===== src/rtl/perf_arbiter.sv =====
// Round-robin arbiter sharing one perf cycle-count monitor between NUM_REQ requesters.
// The owner's start/done/busy are forwarded to the monitor and its final counts are banked per requester.
module perf_arbiter #(
    parameter int NUM_REQ       = 4,
    parameter int COUNTER_WIDTH = 32,
    parameter int IDX_W         = $clog2(NUM_REQ),
    parameter int CAP_TIMEOUT   = 4
) (
    input  logic                     clk,
    input  logic                     rst,
    input  logic                     enable,
    input  logic [NUM_REQ-1:0]       req,
    input  logic [NUM_REQ-1:0]       req_start,
    input  logic [NUM_REQ-1:0]       req_done,
    input  logic [NUM_REQ-1:0]       req_busy,
    output logic [NUM_REQ-1:0]       gnt,
    output logic [IDX_W-1:0]         gnt_idx,
    output logic                     mon_start_pulse,
    output logic                     mon_done_pulse,
    output logic                     mon_busy,
    input  logic [COUNTER_WIDTH-1:0] mon_total,
    input  logic [COUNTER_WIDTH-1:0] mon_active,
    input  logic [COUNTER_WIDTH-1:0] mon_idle,
    input  logic                     mon_measurement_done,
    input  logic [IDX_W-1:0]         rd_idx,
    output logic [COUNTER_WIDTH-1:0] rd_total,
    output logic [COUNTER_WIDTH-1:0] rd_active,
    output logic [COUNTER_WIDTH-1:0] rd_idle,
    output logic                     rd_valid,
    input  logic [NUM_REQ-1:0]       clr_valid,
    output logic                     err_timeout,
    output logic                     err_proto
);

    localparam int TMR_W = $clog2(CAP_TIMEOUT + 1);

    typedef enum logic [1:0] {S_IDLE, S_GRANT, S_MEASURE, S_CAPTURE} state_t;

    state_t                   state_q, state_d;
    logic [IDX_W-1:0]         gnt_idx_q, gnt_idx_d;
    logic [IDX_W-1:0]         last_q, last_d;
    logic [TMR_W-1:0]         timer_q, timer_d;
    logic                     err_t_q, err_t_d;
    logic                     err_p_q, err_p_d;
    logic [NUM_REQ-1:0]       valid_q, valid_d;
    logic [COUNTER_WIDTH-1:0] tot_q [NUM_REQ];
    logic [COUNTER_WIDTH-1:0] act_q [NUM_REQ];
    logic [COUNTER_WIDTH-1:0] idl_q [NUM_REQ];

    logic                     cap_we;
    logic                     start_c, done_c, busy_c;
    logic [NUM_REQ-1:0]       own_oh;
    logic                     own_req, own_start, own_done, own_busy;
    logic                     pick_found;
    logic [IDX_W-1:0]         pick_idx;

    // First requester after last_q, wrapping modulo NUM_REQ.
    function automatic logic [IDX_W:0] rr_pick(input logic [NUM_REQ-1:0] r,
                                               input logic [IDX_W-1:0]   last);
        logic             found;
        logic [IDX_W-1:0] idx;
        logic [IDX_W-1:0] j;
        found = 1'b0;
        idx   = '0;
        for (int k = 1; k <= NUM_REQ; k++) begin
            j = IDX_W'((int'(last) + k) % NUM_REQ);
            if (!found && r[j]) begin
                found = 1'b1;
                idx   = j;
            end
        end
        return {found, idx};
    endfunction

    assign {pick_found, pick_idx} = rr_pick(req, last_q);

    assign own_oh    = NUM_REQ'(1) << gnt_idx_q;
    assign own_req   = req[gnt_idx_q];
    assign own_start = req_start[gnt_idx_q];
    assign own_done  = req_done[gnt_idx_q];
    assign own_busy  = req_busy[gnt_idx_q];

    always_comb begin
        state_d   = state_q;
        gnt_idx_d = gnt_idx_q;
        last_d    = last_q;
        timer_d   = timer_q;
        err_t_d   = err_t_q;
        err_p_d   = err_p_q;
        start_c   = 1'b0;
        done_c    = 1'b0;
        busy_c    = 1'b0;
        cap_we    = 1'b0;
        case (state_q)
            S_IDLE: begin
                timer_d = '0;
                if (enable && pick_found) begin
                    gnt_idx_d = pick_idx;
                    last_d    = pick_idx;
                    state_d   = S_GRANT;
                end
            end
            S_GRANT: begin
                if (own_start) begin
                    start_c = 1'b1;
                    state_d = S_MEASURE;
                    if (own_done) err_p_d = 1'b1;
                end else if (!own_req) begin
                    state_d = S_IDLE;
                end
            end
            S_MEASURE: begin
                busy_c = own_busy;
                done_c = own_done;
                // A repeated start or an early req drop is a requester bug; measurement still runs to done.
                if (own_start || (!own_req && !own_done)) err_p_d = 1'b1;
                if (own_done) begin
                    timer_d = '0;
                    state_d = S_CAPTURE;
                end
            end
            S_CAPTURE: begin
                if (mon_measurement_done) begin
                    cap_we  = 1'b1;
                    state_d = S_IDLE;
                end else if (timer_q == TMR_W'(CAP_TIMEOUT - 1)) begin
                    err_t_d = 1'b1;
                    state_d = S_IDLE;
                end else begin
                    timer_d = timer_q + 1'b1;
                end
            end
            default: state_d = S_IDLE;
        endcase
    end

    // Capture takes priority over a coincident clear.
    assign valid_d = (valid_q & ~clr_valid) | (cap_we ? own_oh : '0);

    always_ff @(posedge clk) begin
        if (rst) begin
            state_q   <= S_IDLE;
            gnt_idx_q <= '0;
            last_q    <= IDX_W'(NUM_REQ - 1);
            timer_q   <= '0;
            err_t_q   <= 1'b0;
            err_p_q   <= 1'b0;
            valid_q   <= '0;
            for (int i = 0; i < NUM_REQ; i++) begin
                tot_q[i] <= '0;
                act_q[i] <= '0;
                idl_q[i] <= '0;
            end
        end else begin
            state_q   <= state_d;
            gnt_idx_q <= gnt_idx_d;
            last_q    <= last_d;
            timer_q   <= timer_d;
            err_t_q   <= err_t_d;
            err_p_q   <= err_p_d;
            valid_q   <= valid_d;
            if (cap_we) begin
                tot_q[gnt_idx_q] <= mon_total;
                act_q[gnt_idx_q] <= mon_active;
                idl_q[gnt_idx_q] <= mon_idle;
            end
        end
    end

    // Reset silences the grant and the monitor controls in the same cycle.
    assign gnt             = (state_q != S_IDLE && !rst) ? own_oh : '0;
    assign gnt_idx         = gnt_idx_q;
    assign mon_start_pulse = start_c & ~rst;
    assign mon_done_pulse  = done_c & ~rst;
    assign mon_busy        = busy_c & ~rst;
    assign err_timeout     = err_t_q;
    assign err_proto       = err_p_q;

    always_comb begin
        rd_total  = '0;
        rd_active = '0;
        rd_idle   = '0;
        rd_valid  = 1'b0;
        if (int'(rd_idx) < NUM_REQ) begin
            rd_total  = tot_q[rd_idx];
            rd_active = act_q[rd_idx];
            rd_idle   = idl_q[rd_idx];
            rd_valid  = valid_q[rd_idx];
        end
    end

endmodule


===== config.mk =====
export PLATFORM = sky130hd
export DESIGN_NAME = perf_arbiter
export DESIGN_NICKNAME = d
export VERILOG_FILES = /design/src/rtl/perf_arbiter.sv
export SDC_FILE = /design/constraint.sdc
export NUM_CORES = 1
export LEC_CHECK = 0
export CELL_PAD_IN_SITES_DETAIL_PLACEMENT = 1
export CELL_PAD_IN_SITES_GLOBAL_PLACEMENT = 2
export CORE_ASPECT_RATIO = 1.75
export CORE_MARGIN = 8
export CORE_UTILIZATION = 35
export CTS_CLUSTER_SIZE = 24
export DETAILED_ROUTE_END_ITERATION = 10
export PLACE_DENSITY_LB_ADDON = 0.1
export SYNTH_ARGS = -nofsm -noshare
export SYNTH_HDL_FRONTEND = slang
export SYNTH_SLANG_ARGS = --single-unit

===== constraint.sdc =====
create_clock -name clk -period 11.36 [get_ports clk]
set_clock_uncertainty 0.2 [all_clocks]
set_input_delay 3.408 -clock clk [delete_from_list [all_inputs] [get_ports clk]]
set_output_delay 3.408 -clock clk [all_outputs]
set_load 0.03 [all_outputs]

==> results of run 1 <==
[Yosys cell counts (all sizes together)]
| cell type | count |
|---|---|
| inv | 100 |
| a31o | 1 |
| and2 | 68 |
| nand3 | 1 |
| and3 | 13 |
| ha | 2 |
| mux2 | 1 |
| a32oi | 1 |
| a41oi | 1 |
| nor2b | 2 |
| or2 | 1 |
| nand2 | 96 |
| a22oi | 1 |
| o41ai | 1 |
| nor4 | 1 |
| or3b | 3 |
| mux4 | 101 |
| nor3 | 6 |
| o21ai | 9 |
| nand3b | 1 |
| clkbuf | 48 |
| o211ai | 2 |
| nand2b | 6 |
| nor3b | 1 |
| nor2 | 235 |
| or3 | 1 |
| o21a | 1 |
| or2b | 1 |
| dfxtp | 15 |
| a211oi | 2 |
| o22ai | 1 |
| edfxtp | 384 |
| buf | 22 |
| a21oi | 8 |
| a221o | 1 |
[worst min path at each step]
stage | slack, ns | endpoint | startpoint
global placement | 0.27 | timer_q[2] | timer_q[2]
global route | 0.33 | valid_q[3] | valid_q[3]
CTS | 0.28 | timer_q[2] | timer_q[2]
floorplan | 0.25 | valid_q[3] | valid_q[3]
finish | 0.29 | timer_q[2] | timer_q[2]
detailed placement | 0.28 | timer_q[2] | timer_q[2]
[layer usage]
metal / share of wire, % / GRT usage (%) / vias to the layer above / wire length (um)
li1: - / - / 4516 / -
met1: 39 / 19.1 / 5177 / 18700
met2: 52 / 31.8 / 238 / 24900
met3: 5.4 / 4.00 / 70 / 2570
met4: 2.7 / 5.36 / 8 / 1270
met5: 0.099 / 0 / - / 47
[power breakdown]
| group | leakage (nW) | switching [mW] | internal (mW) | total, mW |
|---|---|---|---|---|
| Sequential | 4.09 | 0.0222 | 1.66 | 1.69 |
| Combinational | 3.51 | 0.233 | 0.151 | 0.384 |
| Clock | 0.580 | 0.555 | 0.678 | 1.23 |
| Total | 8.18 | 0.810 | 2.49 | 3.30 |
[sequential cells by signal, indices dropped and copies added (netlist names), named ones only]
register / count
act_q: 128
idl_q: 128
tot_q: 128
valid_q: 4
timer_q: 3
gnt_idx: 2
last_q: 2
err_proto: 1
err_timeout: 1
state_q: 1
[cells by family (layout without fill, tap and decap cells)]
logic type,Yosys count,after routing,synth area share [%]
AOI/OAI and AO/OA,29,29,1.07
muxes,102,102,13.6
DFF,399,399,70.0
buffers and inverters,170,421,3.92
adders and majority gates,2,2,0.148
and+or+nand+nor,436,436,11.3
other,0,1,0
[metrics by stage]
| stage | utilization [%] | hold slack [ns] | cell area, sq um | worst slack (ns) |
|---|---|---|---|---|
| 3_3_place_gp | 41.6 | 0.274 | 19900 | 1.95 |
| 6_report | 44.1 | 0.287 | 21100 | 2.08 |
| 4_1_cts | 44.1 | 0.284 | 21100 | 1.93 |
| 5_1_grt | 44.1 | 0.329 | 21100 | 1.87 |
| 3_5_place_dp | 41.6 | 0.276 | 19900 | 1.93 |
| 2_1_floorplan | - | 0.249 | 16900 | 0.142 |
[critical path, stage by stage]
cell and delay [ns]:
buf_6 0.46, buf_4 0.54, mux4_2 0.59, clkdlybuf4s50_1 0.63
[cell type report]
| class | count | area, sq um |
|---|---|---|
| Fill cell | 4830 | 26700 |
| Sequential cell | 399 | 11800 |
| Multi-Input combinational cell | 569 | 4480 |
| Timing Repair Buffer | 250 | 2450 |
| Clock buffer | 53 | 1090 |
| Tap cell | 594 | 743 |
| Inverter | 100 | 375 |
| Clock inverter | 18 | 97.6 |
| Antenna cell | 1 | 2.50 |
==> results.json, run 1 <==
{
  "antenna_found_initial": 5,
  "via_per_inst": 5.04,
  "cts.path.max_buffers": 3,
  "setup.worst_path.end": "rd_total[21]",
  "drv_cap": 0,
  "synth_nets": 1262,
  "status": "finished, final reports clean",
  "area_delta_synth_final_pct": 24.6,
  "avgSynthCellArea_sq_um": 14.9,
  "yosysWarnings": 0,
  "syn-instance-count": 1138,
  "postCtsHoldBufs": 0,
  "htreeDepth": 2,
  "final_common_cell": "edfxtp_1",
  "tns_ns": 0,
  "vias": 10009,
  "peakVddDrop_uv": 116,
  "reg2regPathDepth": 5,
  "hold_viol": 0,
  "nets": 1484,
  "yosysTopAreaCell": "edfxtp_1",
  "final_cell_mix": "edfxtp_1, nor2_1, clkdlybuf4s50_1",
  "cts_sinks": 399,
  "die_w_um": 182,
  "relSlewSlack_pct": 24.4,
  "start_kind": "input port",
  "cts-root-buf": "clkbuf_16",
  "crit_path_max_fanout": 41,
  "core.rowCount": 106,
  "wl_mm": 47.5,
  "port_buffers": 229,
  "setup_violations": 0,
  "grt_pass1_vias": 11361,
  "clk_latency_ns": 0.52,
  "die_area_sq_um": 55900,
  "drcViolationCount": 0,
  "post_cts_buffers": 0,
  "drive_above_1_share_pct": 13.5,
  "finalCritPeriodShare_pct": 81.7,
  "wl_per_cell_um": 24.0,
  "p_per_area_nw_per_um2": 157,
  "dr.pass1.iters": 5,
  "ys_ff_latch": 399,
  "yosysSeqAreaShare_pct": 70.0,
  "core-area_sq_um": 47700,
  "r2r_setup_slack_ns": 7.45,
  "grt_max_degree": 71,
  "pin_count": 230,
  "cts_tree": "built",
  "grt_pass1_wl_mm": 71.7,
  "cellLeakagePower_nw": 8.18,
  "cts_resized": 0,
  "stdcell_count": 1984,
  "fmax_mhz": 108,
  "ys_top_cells_by_area": "edfxtp_1, mux4_2, nor2_1",
  "finalMaxSlewViolations": 0,
  "drt_first_iter_violations": 547,
  "grt_overflow": 0,
  "netlist_area_sq_um": 16900,
  "crit_path_end_kind": "output pin",
  "worstSetupPathType": "input port to output pin",
  "hold-path-cell-count": 2,
  "numCtsBuffers": 40,
  "worstReg2RegEnd": "tot_q[2][11]",
  "hold_class": "register to register",
  "grtUsageTotal_pct": 17.1,
  "dpl.cell_count": 1912,
  "tightest_slew_ns": 1.13,
  "start_util_pct": 35.4,
  "clkTransAtPathRegs_ns": 0.06,
  "ys_types": 41,
  "synth_top_area_share_pct": 68.2,
  "critPathRequiredTime_ns": 7.75,
  "rsz0062_at_grt": "false",
  "gp_congestion": 0.713,
  "r2r-start": "gnt_idx[1]",
  "final.min_clock_period_ns": 9.28,
  "die_y_um": 307,
  "p_total_mw": 3.30,
  "arrival_ns": 5.67,
  "post-dp-hpwl_mm": 28.8,
  "crit_path_start": "rd_idx[0]",
  "final_antenna_net_count": 0
}
No activity file was read; power rests on OpenSTA's default activity.
==> run 2: changes to the inputs <==
--- a/config.mk
+++ b/config.mk
@@ -9,7 +9,7 @@
 export CELL_PAD_IN_SITES_GLOBAL_PLACEMENT = 2
 export CORE_ASPECT_RATIO = 1.75
 export CORE_MARGIN = 8
-export CORE_UTILIZATION = 35
+export CORE_UTILIZATION = 39
 export CTS_CLUSTER_SIZE = 24
 export DETAILED_ROUTE_END_ITERATION = 10
 export PLACE_DENSITY_LB_ADDON = 0.1
==> constraint.sdc (replaced) <==
create_clock -name clk -period 8.7 [get_ports clk]
set_clock_uncertainty 0.2 [all_clocks]
set_input_delay 2.61 -clock clk [delete_from_list [all_inputs] [get_ports clk]]
set_output_delay 2.61 -clock clk [all_outputs]
set_load 0.03 [all_outputs]
==> run 2 against run 1 <==
  * Cell area down 0.20%
  * Flip-flop and latch count unchanged
  * Sequential share of layout area up 0.11 points
  * Non-clock buffer count unchanged
==> results.json, run 2 (synthesis gave the netlist of run 1 again) <==
{
  "htreeDepth": 2,
  "crit_path_end_kind": "output pin",
  "cts_resized": 0,
  "clk_latency_ns": 0.52,
  "worst_path_most_repeated_cell": "clkdlybuf4s50_1",
  "finalMaxSlewViolations": 0,
  "final_antenna_net_count": 0,
  "drcViolationCount": 0,
  "hold-path-cell-count": 2,
  "finalInstanceArea_sq_um": 21000,
  "grt_max_degree": 92,
  "clkTransAtPathRegs_ns": 0.06,
  "drv_cap": 0,
  "cellLeakagePower_nw": 8.17,
  "grtUsageTotal_pct": 18.1,
  "final.min_clock_period_ns": 7.67,
  "antenna_found_initial": 4,
  "area_delta_synth_final_pct": 24.4,
  "critPathRequiredTime_ns": 5.89,
  "nets": 1481,
  "sw_frac_of_total_pct": 24.1,
  "tns_ns": 0,
  "cts.path.max_buffers": 3,
  "die_w_um": 173,
  "peakVddDrop_uv": 177,
  "wl_per_cell_um": 23.3,
  "final_util_pct": 48.8,
  "dr.pass1.iters": 4,
  "hold_class": "register to register",
  "fmax_mhz": 130,
  "vias": 9887,
  "numCtsBuffers": 37,
  "grt_pass1_wl_mm": 69.5,
  "grt_overflow": 0,
  "post-dp-hpwl_mm": 27.6,
  "p_total_mw": 4.23,
  "gp_congestion": 0.717,
  "final_cell_mix": "edfxtp_1, nor2_1, clkdlybuf4s50_1",
  "core.rowCount": 101,
  "arrival_ns": 4.86,
  "setup_violations": 0,
  "wl_mm": 45.4,
  "cts_tree": "built",
  "path_cells": "clkdlybuf4s50_1 > buf_4 > inv_1 > o21ai_0 > nor2_1 > clkdlybuf4s50_1",
  "postCtsHoldBufs": 0,
  "p_per_area_nw_per_um2": 201,
  "grt_pass1_vias": 11291,
  "start_kind": "input port",
  "core-area_sq_um": 43100,
  "p_clk_share_pct": 36.1,
  "power.switching_mw": 1.02,
  "pin_count": 230,
  "cts-root-buf": "clkbuf_16",
  "port_buffers": 229,
  "finalCritPeriodShare_pct": 88.2,
  "die_area_sq_um": 50500,
  "cts_sinks": 399,
  "reg2regPathDepth": 3,
  "fillCellCount": 4253,
  "slowest_stage": "clkdlybuf4s50_1",
  "max_stage_delay_ns": 0.69,
  "post_cts_buffers": 0,
  "placed_cell_area_sq_um": 19900,
  "die_y_um": 291,
  "worstSetupPathType": "input port to output pin",
  "internal-power_mw": 3.21,
  "pwr-share-comb_pct": 11.9,
  "seqPwrFrac_pct": 52.0,
  "via_per_inst": 5.07,
  "hold_viol": 0,
  "crit_path_max_fanout": 15,
  "rsz0062_at_grt": "false",
  "reg.largest.list": "act_q x128, idl_q x128, tot_q x128",
  "drive_above_1_share_pct": 13.4,
  "relSlewSlack_pct": 38.6,
  "tightest_slew_ns": 0.921,
  "status": "finished, final reports clean",
  "drt_first_iter_violations": 598,
  "final_common_cell": "edfxtp_1",
  "start_util_pct": 39.2
}
## run 2: final cells by class
| class | instances | area [sq um] | share of cell area [%] |
|---|---|---|---|
| diodes | 2 | 5.00 | 0.0238 |
| multi-input cells | 569 | 4480 | 21.3 |
| well taps | 566 | 708 | 3.37 |
| clock buffers | 49 | 1000 | 4.76 |
| inverters | 100 | 375 | 1.78 |
| repair buffers | 250 | 2520 | 12.0 |
| clock inverters | 15 | 104 | 0.494 |
| flip-flops and latches | 399 | 11800 | 56.3 |
## run 2: final timing paths
kind / from / to / slack [ns]
setup / recovery: rst / gnt[0] / 1.03
hold / removal: valid_q[1] / valid_q[1] / 0.28
setup reg to reg: gnt_idx[0] / tot_q[1][1] / 5.68
hold reg to reg: valid_q[1] / valid_q[1] / 0.28
## run 2: power by group through the flow
| stage | Sequential, mW | Clock, mW | Combinational, mW |
|---|---|---|---|
| floorplan | 2.25 | 0 | 0.271 |
| global placement | 2.24 | 0 | 0.520 |
| detailed placement | 2.24 | 0 | 0.518 |
| CTS | 2.20 | 1.58 | 0.520 |
| global route | 2.21 | 1.64 | 0.537 |
| finish | 2.20 | 1.53 | 0.505 |
## run 2: through the flow
step / worst slack [ns] / cells / hold WS (ns)
after global routing: 0.864 / 1949 / 0.323
after detailed placement: 1.01 / 1884 / 0.277
after global placement: 1.02 / 1884 / 0.268
after CTS: 1.01 / 1948 / 0.290
final: 1.03 / 1950 / 0.283
after floorplan: -1.71 / 1138 / 0.249
## run 2: critical path, delay by kind of cell
family | cells | cell delay (ns)
buffers and inverters | 4 | 1.73
AO/OA/AOI/OAI | 1 | 0.34
AND/OR/NAND/NOR | 1 | 0.17
## run 2: metal layers
layer | track usage [%] | wire, um | up-vias
met2 | 34.1 | 24900 | 208
met3 | 3.81 | 2180 | 52
met1 | 20.3 | 17500 | 5123
li1 | - | - | 4500
met5 | 0 | 27 | -
met4 | 4.24 | 845 | 4
==> run 3: changes to the inputs <==
--- a/config.mk
+++ b/config.mk
@@ -13,6 +13,7 @@
 export CTS_CLUSTER_SIZE = 24
 export DETAILED_ROUTE_END_ITERATION = 10
 export PLACE_DENSITY_LB_ADDON = 0.1
+export SETUP_SLACK_MARGIN = 0.15
 export SYNTH_ARGS = -nofsm -noshare
 export SYNTH_HDL_FRONTEND = slang
 export SYNTH_SLANG_ARGS = --single-unit
==> results of run 3 <==
Final layout, timing and power as in run 2 (identical DEF).
